`src/rtl/uart_receiver.sv`:
```
// 8N1 UART receiver: two-flop synchroniser, mid-bit sampling FSM, and a one-deep
// valid/ready holding register with framing-error and overrun pulses.
module uart_receiver #(
    parameter int unsigned CLOCK_FREQ = 50_000_000,
    parameter int unsigned BAUD_RATE  = 115_200
) (
    input  logic       clk,
    input  logic       rst_n,
    input  logic       serial_in,
    output logic [7:0] data_out,
    output logic       data_out_valid,
    input  logic       data_out_ready,
    output logic       framing_error,
    output logic       overrun,
    output logic       busy
);

    localparam int unsigned SYMBOL_EDGE_TIME = CLOCK_FREQ / BAUD_RATE;
    localparam int unsigned SAMPLE_TIME      = SYMBOL_EDGE_TIME / 2;
    localparam int unsigned CntW             = $clog2(SYMBOL_EDGE_TIME);
    localparam logic [CntW-1:0] SymbolLast   = CntW'(SYMBOL_EDGE_TIME - 1);
    localparam logic [CntW-1:0] SampleLast   = CntW'(SAMPLE_TIME - 1);

    typedef enum logic [1:0] {StIdle, StStart, StData, StStop} state_e;

    state_e          state_q, state_d;
    logic            sync1_q, rx_q;
    logic [CntW-1:0] clk_cnt_q, clk_cnt_d;
    logic [2:0]      bit_cnt_q, bit_cnt_d;
    logic [7:0]      shift_q, shift_d;
    logic [7:0]      data_q, data_d;
    logic            valid_q, valid_d;
    logic            fe_q, fe_d;
    logic            ovr_q, ovr_d;
    logic            sym_tick, byte_done, accept;

    assign sym_tick = (clk_cnt_q == SymbolLast);
    assign accept   = valid_q && data_out_ready;

    // State register and datapath flops
    always_ff @(posedge clk or negedge rst_n) begin
        if (!rst_n) begin
            sync1_q   <= 1'b1;
            rx_q      <= 1'b1;
            state_q   <= StIdle;
            clk_cnt_q <= '0;
            bit_cnt_q <= '0;
            shift_q   <= '0;
            data_q    <= '0;
            valid_q   <= 1'b0;
            fe_q      <= 1'b0;
            ovr_q     <= 1'b0;
        end else begin
            sync1_q   <= serial_in;
            rx_q      <= sync1_q;
            state_q   <= state_d;
            clk_cnt_q <= clk_cnt_d;
            bit_cnt_q <= bit_cnt_d;
            shift_q   <= shift_d;
            data_q    <= data_d;
            valid_q   <= valid_d;
            fe_q      <= fe_d;
            ovr_q     <= ovr_d;
        end
    end

    // Next-state logic
    always_comb begin
        state_d = state_q;
        unique case (state_q)
            StIdle:  if (!rx_q) state_d = StStart;
            StStart: if (clk_cnt_q == SampleLast) state_d = rx_q ? StIdle : StData;
            StData:  if (sym_tick && bit_cnt_q == 3'd7) state_d = StStop;
            StStop:  if (sym_tick) state_d = StIdle;
            default: state_d = StIdle;
        endcase
    end

    // Counters, shifter and handshake register
    always_comb begin
        clk_cnt_d = clk_cnt_q + 1'b1;
        if (state_d != state_q || sym_tick || state_q == StIdle) clk_cnt_d = '0;

        bit_cnt_d = bit_cnt_q;
        shift_d   = shift_q;
        if (state_q == StIdle) bit_cnt_d = '0;
        if (state_q == StData && sym_tick) begin
            shift_d   = {rx_q, shift_q[7:1]};
            bit_cnt_d = bit_cnt_q + 1'b1;
        end

        byte_done = (state_q == StStop) && sym_tick && rx_q;
        fe_d      = (state_q == StStop) && sym_tick && !rx_q;

        data_d  = data_q;
        valid_d = valid_q;
        ovr_d   = 1'b0;
        if (byte_done) begin
            // A byte landing on the acceptance cycle refills the register seamlessly.
            if (!valid_q || accept) begin
                data_d  = shift_q;
                valid_d = 1'b1;
            end else begin
                ovr_d = 1'b1;
            end
        end else if (accept) begin
            valid_d = 1'b0;
        end
    end

    // Outputs
    always_comb begin
        data_out       = data_q;
        data_out_valid = valid_q;
        framing_error  = fe_q;
        overrun        = ovr_q;
        busy           = (state_q != StIdle);
    end

endmodule

```
`config.mk`:
```
export PLATFORM = sky130hd
export DESIGN_NAME = uart_receiver
export DESIGN_NICKNAME = d
export VERILOG_FILES = /design/src/rtl/uart_receiver.sv
export SDC_FILE = /design/constraint.sdc
export NUM_CORES = 1
export LEC_CHECK = 0
export CELL_PAD_IN_SITES_DETAIL_PLACEMENT = 0
export CELL_PAD_IN_SITES_GLOBAL_PLACEMENT = 1
export CORE_MARGIN = 3
export CORE_UTILIZATION = 29
export CTS_BUF_LIST = sky130_fd_sc_hd__clkbuf_4
export DETAILED_ROUTE_END_ITERATION = 6
export PLACE_DENSITY = 0.59
export REMOVE_ABC_BUFFERS = 1
export SYNTH_ARGS = -nofsm -noshare
export SYNTH_HDL_FRONTEND = slang
export SYNTH_SLANG_ARGS = --single-unit
```
`constraint.sdc`:
```
create_clock -name clk -period 5.36 [get_ports clk]
set_input_delay 1.34 -clock clk [delete_from_list [all_inputs] [get_ports clk]]
set_output_delay 1.34 -clock clk [all_outputs]
set_load 0.005 [all_outputs]
```
# Yosys cells after proc, flatten, opt, wreduce, memory -nomap -nowiden
# Cells that the tools add are included.
[word_totals]
input_bits = 4
output_inout_bits = 12
reg_bits = 35
[classes]
n_mux = 14
eq_ne = 8
n_reduce_logical = 17
addsub = 2
[op_table]
columns = ["operator", "count"]
rows = [
  ["2-to-1 mux 2 bit", 5],
  ["adder 9 x 1 -> 9 bit, second input constant", 1],
  ["== test 9 x 8 -> 1 bit, second input constant", 1],
  ["== test 9 bit, second input constant", 1],
  ["2-to-1 mux 9 bit", 1],
  ["one-hot mux 2 bit (4 select lines)", 1],
  ["logical AND 1 bit", 6],
  ["2-to-1 mux 3 bit", 2],
  ["nonzero test 2 bit", 3],
  ["2-to-1 mux 1 bit", 5],
  ["== test 2 bit, second input constant", 2],
  ["AND reduction 2 bit", 2],
  ["adder 3 x 1 -> 3 bit, second input constant", 1],
  ["== test 3 bit, second input constant", 1],
  ["logical OR 1 bit", 3],
  ["== test 2 x 1 -> 1 bit, second input constant", 1],
  ["zero test 1 bit", 2],
  ["zero test 2 bit", 1],
  ["inequality test 2 x 1 -> 1 bit, second input constant", 1],
  ["inequality test 2 bit", 1],
]

# Logic depth before layout (Yosys ltp)
# Gate-level depths: netlist of run 1.
[depth]
word_depth = 8
ltp_mapped = 8
mapped_depth_nobuf = 6

# Worst setup path after synthesis of run 1
# Ideal clock, no wire load.
[synth_timing]
path_type = "in2reg"
startpoint = "in data_out_ready"
endpoint = "reg data_q[0] (netlist: data_out[0])"
required_time_ns = 5.235
arrival_time_ns = 2.192
setup_slack_ns = 3.043
path_stages = 4
path_buffers = 0
path_cell_list = "nand2b_1 -> nand4_1 -> nor2_8 -> mux2_2"
[synth_via]
elab_chain_len = 3
[synth_lines]
columns = ["element", "line", "rtl"]
rows = [
  ["start: declaration", "12", "input logic data_out_ready,"],
  ["logical AND 1 bit", "38", "assign accept = valid_q && data_out_ready;"],
  ["logical OR 1 bit", "100", "if (!valid_q || accept) begin"],
  ["AND reduction 2 bit (no line)", "n/a", ""],
  ["end signal: assignment", "60", "data_q <= data_d;"],
  ["end: declaration", "31", "logic [7:0] data_q, data_d;"],
]
# No other way between the ends.
# A chain may end at the register's enable or synchronous reset.

# Final worst setup path of run 1
[layout_timing]
startpoint = "reg state_q[0]"
endpoint = "out busy"
[layout_via]
elab_chain_len = 1
[layout_lines]
columns = ["element", "line", "rtl"]
rows = [
  ["start: declaration", "26", "state_e state_q, state_d;"],
  ["start signal: assignment", "45", "state_q <= StIdle;"],
  ["start signal: assignment", "56", "state_q <= state_d;"],
  ["nonzero test 2 bit", "117", "busy = (state_q != StIdle);"],
  ["end: declaration", "15", "output logic busy"],
]
# No other way between the ends.

==> results of run 1 <==
==> layout by cell type, fill, tap and decap left out, types with 2 or more instances in the layout <==
master,n
o2bb2ai_1,2
nand2_1,7
nand4_1,2
nor2_1,13
clkdlybuf4s50_1,15
ha_1,5
dfstp_2,2
nand3_1,6
mux2_2,16
nor3_1,3
inv_1,5
xor2_1,2
dfrtp_1,33
clkbuf_4,6
nor2b_1,2
nand2b_1,2
o21ai_0,3
xnor2_1,5
==> cell families (layout without fill, tap and decap cells) <==
family,after synthesis,count (layout)
adder cells (fa/ha/maj),5,5
XOR/XNOR,7,7
flip-flops,35,35
multiplexers,16,16
buffers and inverters,11,29
AO/OA/AOI/OAI,6,6
AND/OR/NAND/NOR,44,44
==> through the flow <==
step	hold slack, ps	cells	power (mW)
2_1_floorplan	345	118	0.271
3_3_place_gp	346	201	0.279
3_5_place_dp	349	201	0.280
4_1_cts	364	209	0.424
5_1_grt	375	209	0.437
6_report	362	209	0.416
==> layer usage <==
layer	track usage [%]	wire length [µm]	vias to the layer above
met5	0	0	-
met4	5.77	62	0
met3	3.56	101	6
met2	15.5	1140	15
met1	12.5	1240	447
li1	-	-	457
==> worst register-to-register path, delay by kind of cell, from the launching register on <==
| family | cells | cell delay [ps] |
|---|---|---|
| and+or+nand+nor | 3 | 1060 |
| adders and majority gates | 1 | 150 |
| muxes | 1 | 360 |
| buffers and inverters | 1 | 90 |
| DFF | 1 | 410 |
==> cell type report <==
type,count,share of cell area [%]
clock inverter,2,0.698
multi-input combinational,78,33.2
sequential,35,49.0
inverter,5,1.05
clock buffer,6,2.51
tap,67,4.68
timing repair buffer,16,8.80
==> report_power, final <==
group          switching (mW)  internal (mW)  total (mW)
Sequential           0.000747          0.265       0.266
Clock                  0.0864         0.0556       0.142
Combinational         0.00503        0.00259     0.00762
Total                  0.0922          0.324       0.416
==> worst paths after layout <==
| check | startpoint | endpoint | slack (ps) | depth (start not counted) |
|---|---|---|---|---|
| setup / recovery | state_q[0] | busy | 2370 | 2 |
| hold / removal | sync1_q | rx_q | 360 | 0 |
| setup reg to reg | clk_cnt_q[1] | data_out[0] | 3210 | 6 |
| hold reg to reg | sync1_q | rx_q | 360 | 0 |
| max in group asynchronous | rst_n | sync1_q | 3620 | 2 |
| min in group asynchronous | rst_n | data_out[2] | 1400 | 2 |
==> sequential cells by signal, summed over array words and instances (netlist names) <==
signal	flops
clk_cnt_q	9
data_out	8
shift_q	8
bit_cnt_q	3
state_q	2
data_out_valid	1
framing_error	1
overrun	1
rx_q	1
sync1_q	1
==> impl_results.md, run 1 <==
* CP Cell Sequence: or2_2 -> clkdlybuf4s50_1
* Critical path class: flop to primary output
* Max Slew Vio Count at 0
* I/O pin cnt at 16
* Synth-to-layout area growth at 17.5%
* Simple-Gate Fraction of Synth Area at 16.3%
* Avg Cell Area, Syn at 12.3 µm²
* Post-synth top area cell: dfrtp_1
* CP peak stage delay at 470 ps
* DIE HEIGHT at 78.5 µm
* DRT Pass-1 Iters at 4
* Reg area at 878 µm²
* ANT cells at 0
* Die ar. at 6170 µm²
* WP buf/inv at 1
* Detailed Route WL at 2540 µm
* CTS root buf: clkbuf_4
* Setup Buffers After CTS at 0
* Grt ovf at 0
* Initial antenna violation count at 0
* Post-synthesis cell area at 1530 µm²
* Unrepaired setup endpoints after global routing: no
* Pwr dens at 232 nW/µm²
* Clock Sinks at 35
* Number of synthesized register bits at 35
* Post-synth ARST share at 100%
* DP HPWL at 1800 µm
* Tightest Pin Transition at 672 ps
* WL/cell at 12.2 µm
* Leakage at 0.829 nW
* CP arrival at 1650 ps
* Overall routing resource usage at 10.2%
* Total CTS buffers at 5
* Initial Utilization at 31.1%
* Worst-case clock buffer depth at 2
* Cells after synthesis at 124
* Clk slew on worst S/H paths at 100 ps
* Core area at 4910 µm²
* DR vias/cell at 4.43
* Post-synth EDFFs at 0
* Synth Area in Adders at 4.10%
* Fin worst setup slack at 2370 ps
* Final min period at 2990 ps
* Largest net degree at the start of global routing at 36
* Maximum clock frequency at 0.335 GHz
* # fillers at 504
* Slew headroom at 55.0%
* Max-Cap Viols at 0
* Multi-input gate area at 596 µm²
* Synth Area in XOR/XNOR at 4.02%
* Worst VDD drop at 0.0000788 V
* CTS tree: done
* Crit Path Max Fanout at 9
* Synth warnings at 0
* Setup Skew at 15.0 ps
* Global-route wire length before repair at 4730 µm
* Sequential area share after synthesis at 57.6%
* IO buf count at 15
* H-tree Lvls at 2
* Cells resized by post-CTS repair at 0
* Period utilisation layout at 55.8%
* Layout Utilization at 36.5%
* Slowest cell on the critical path: dfrtp_1
* Share of the synthesized area in the top cell type at 54.1%
* Unique cell type count in the Yosys netlist at 29
* Top FF cell, synth: dfrtp_1
* Nets at 150
* Post-route ant nets at 0
* Fraction of synthesized area in multiplexers at 11.8%
* # rows at 25
* CP required at 4020 ps
* Worst setup EP type: primary output
* Status: complete, no violations
* Setup_tns at 0 ps
* Cts hold-fix bufs at 0
* Clk_lat worst skew at 340 ps
* Pre-CTS setup slack at 2480 ps
* Initial DRC count at 57
* Ranking of synthesized cells by area: dfrtp_1, mux2_2, ha_1
* Final hold vios at 0
* Top cells by count, synth: dfrtp_1, mux2_2, nor2_1
* Final setup fails at 0
* Largest family of logic cells by synthesized area: simple AND/OR/NAND/NOR gates
* CP top delay family: flip-flops
* Compound-cell area share of the yosys netlist at 2.79%
* Vias in the first global route at 988
* Most common cell in the netlist: dfrtp_1
* Placed cell area at 1730 µm²
* Layout cells sized above 1 at 21.8%
* Placer Congestion at 0.686
* Die X at 78.5 µm
* Nature of the critical path startpoint: flop
* Residual DRC at 0
* Vias at 925
* HP Class: flop to flop
* Final instance area at 1790 µm²
Note: power is estimated with default switching activity, not from simulation.
==> inputs of run 2 (changes only) <==
- PLACE_DENSITY: 0.59 -> 0.61
- clock period: 5.36 -> 2.55 ns (I/O delays scaled with it)
==> run 2 against run 1 <==
Register-to-register slack got worse by 2800 ps. Cell count grew 0.48%. Sequential share of layout area down 1.5 points. Non-clock buffer count is 1 higher. Sequential power grew 110%. Flip-flop and latch count did not move. Largest cell class unchanged.
==> impl_results.md, run 2 (synthesis gave the netlist of run 1 again) <==
* # rows at 25 (unchanged)
* Max Slew Vio Count at 0 (unchanged)
* WP buf/inv at 1 (unchanged)
* Part of the power in registers at 51.9% (was 64.0%)
* Final cell count without fillers at 210 (was 209)
* CP peak stage delay at 480 ps (was 470 ps)
* Worst VDD drop at 0.000342 V (was 0.0000788 V)
* Switching share of power at 18.4% (was 22.2%)
* DR vias/cell at 4.43 (about the same)
* Crit Path Max Fanout at 9 (unchanged)
* Setup_tns at 0 ps (unchanged)
* Placer Congestion at 0.674 (was 0.686)
* Global-route wire length before repair at 4610 µm (was 4730 µm)
* Die ar. at 6170 µm² (unchanged)
* Unrepaired setup endpoints after global routing: no (unchanged)
* DIE HEIGHT at 78.5 µm (unchanged)
* Nets at 151 (was 150)
* DRT Pass-1 Iters at 4 (unchanged)
* Vias at 930 (was 925)
* Pwr dens at 584 nW/µm² (was 232 nW/µm²)
* Setup Buffers After CTS at 0 (unchanged)
* Final setup fails at 0 (unchanged)
* Slew headroom at 62.9% (was 55.0%)
* Post-route ant nets at 0 (unchanged)
* CTS tree: done (unchanged)
* Die X at 78.5 µm (unchanged)
* Slowest cell on the critical path: dfrtp_1 (unchanged)
* ANT cells at 0 (unchanged)
* Largest net degree at the start of global routing at 36 (unchanged)
* Int Power at 0.880 mW (was 0.324 mW)
* Nature of the critical path startpoint: flop (unchanged)
* Clock Sinks at 35 (unchanged)
* Dpl cells at 202 (was 201)
* CTS root buf: clkbuf_4 (unchanged)
* Detailed Route WL at 2560 µm (was 2540 µm)
* Placed cell area at 1740 µm² (was 1730 µm²)
* Overall routing resource usage at 9.82% (was 10.2%)
* Final min period at 2270 ps
* WL/cell at 12.2 µm (about the same)
* Gate power share at 1.5% (was 1.8%)
* Total power at 1.08 mW (was 0.416 mW)
* Highest-count cells in the layout ignoring fill and taps: dfrtp_1, mux2_2, clkdlybuf4s50_1, nor2_1, nand2_1 (unchanged)
* Initial Utilization at 31.1% (unchanged)
* Switch Pwr at 0.198 mW (was 0.0922 mW)
* Initial antenna violation count at 0 (unchanged)
* Worst setup EP type: primary output (unchanged)
* Critical path class: flop to primary output (unchanged)
* Clk_lat worst skew at 340 ps (about the same)
* CP arrival at 1640 ps (was 1650 ps)
* Max-Cap Viols at 0 (unchanged)
* Total CTS buffers at 5 (unchanged)
* DP HPWL at 1780 µm (was 1800 µm)
* IO buf count at 15 (unchanged)
* Grt ovf at 0 (unchanged)
* Final hold vios at 0 (unchanged)
* HP Class: flop to flop (unchanged)
* CP required at 1910 ps (was 4020 ps)
* I/O pin cnt at 16 (unchanged)
* Worst-case clock buffer depth at 2 (unchanged)
* Core area at 4910 µm² (unchanged)
* Period utilisation layout at 89.2%
* Initial DRC count at 41 (was 57)
* CP Cell Sequence: or2_2 -> clkdlybuf4s50_1 (unchanged)
* Synth-to-layout area growth at 21.1% (was 17.5%)
* Layout cells sized above 1 at 22.4% (was 21.8%)
* Vias in the first global route at 978 (was 988)
* Cts hold-fix bufs at 0 (unchanged)
* Setup Skew at 14.5 ps (was 15.0 ps)
* Leakage at 0.857 nW (was 0.829 nW)
* Clk slew on worst S/H paths at 120 ps (was 100 ps)
* Final instance area at 1850 µm² (was 1790 µm²)
* Status: complete, no violations (unchanged)
* Cells resized by post-CTS repair at 0 (unchanged)
* Most common cell after layout, fill and taps aside: dfrtp_1 (unchanged)
* Tightest Pin Transition at 552 ps (was 672 ps)
* Maximum clock frequency at 0.440 GHz
* Most flops, register: clk_cnt_q (unchanged)
* Largest register FFs at 9 (unchanged)
* H-tree Lvls at 2 (unchanged)
* CP top delay family: flip-flops (unchanged)
* Residual DRC at 0 (unchanged)
* Pre-CTS setup slack at 373 ps (was 2480 ps)
* Clock power frac at 46.6% (was 34.2%)
* Fin worst setup slack at 275 ps (was 2370 ps)
[run 2: cell type report]
cell class / instances / area, µm²
Sequential cell: 35 / 878
Multi-Input combinational cell: 78 / 596
Clock inverter: 2 / 60.1
Inverter: 5 / 18.8
Timing Repair Buffer: 17 / 165
Tap cell: 67 / 83.8
Fill cell: 493 / 3060
Clock buffer: 6 / 45.0
[run 2: stage by stage]
| step | utilization [%] | hold WS (ps) |
|---|---|---|
| 2_1_floorplan | - | 342 |
| 3_5_place_dp | 35.5 | 347 |
| 3_3_place_gp | 35.5 | 347 |
| 4_1_cts | 37.6 | 363 |
| 5_1_grt | 37.6 | 378 |
| 6_report | 37.6 | 364 |
[run 2: final timing paths]
path,from,end,slack (ps),cells past startpoint
setup reg to reg,clk_cnt_q[1],data_out[2],390,6
max in group asynchronous,rst_n,rx_q,1530,2
hold / removal,sync1_q,rx_q,360,0
hold reg to reg,sync1_q,rx_q,360,0
min in group asynchronous,rst_n,shift_q[3],690,2
setup / recovery,state_q[0],busy,280,2
[run 2: metal layers]
layer | GRT usage, % | share of wire, %
met5 | 0 | 0
met2 | 15.4 | 44
met1 | 11.7 | 48
met4 | 5.24 | 2.5
met3 | 3.56 | 4.8
[run 2: power by group through the flow]
stage / registers (mW) / logic (mW) / clock network [mW]
after detailed placement: 0.570 / 0.0173 / 0
final: 0.559 / 0.0159 / 0.503
after floorplan: 0.570 / 0.000505 / 0
after global placement: 0.570 / 0.0169 / 0
after global routing: 0.560 / 0.0192 / 0.544
after CTS: 0.559 / 0.0173 / 0.517
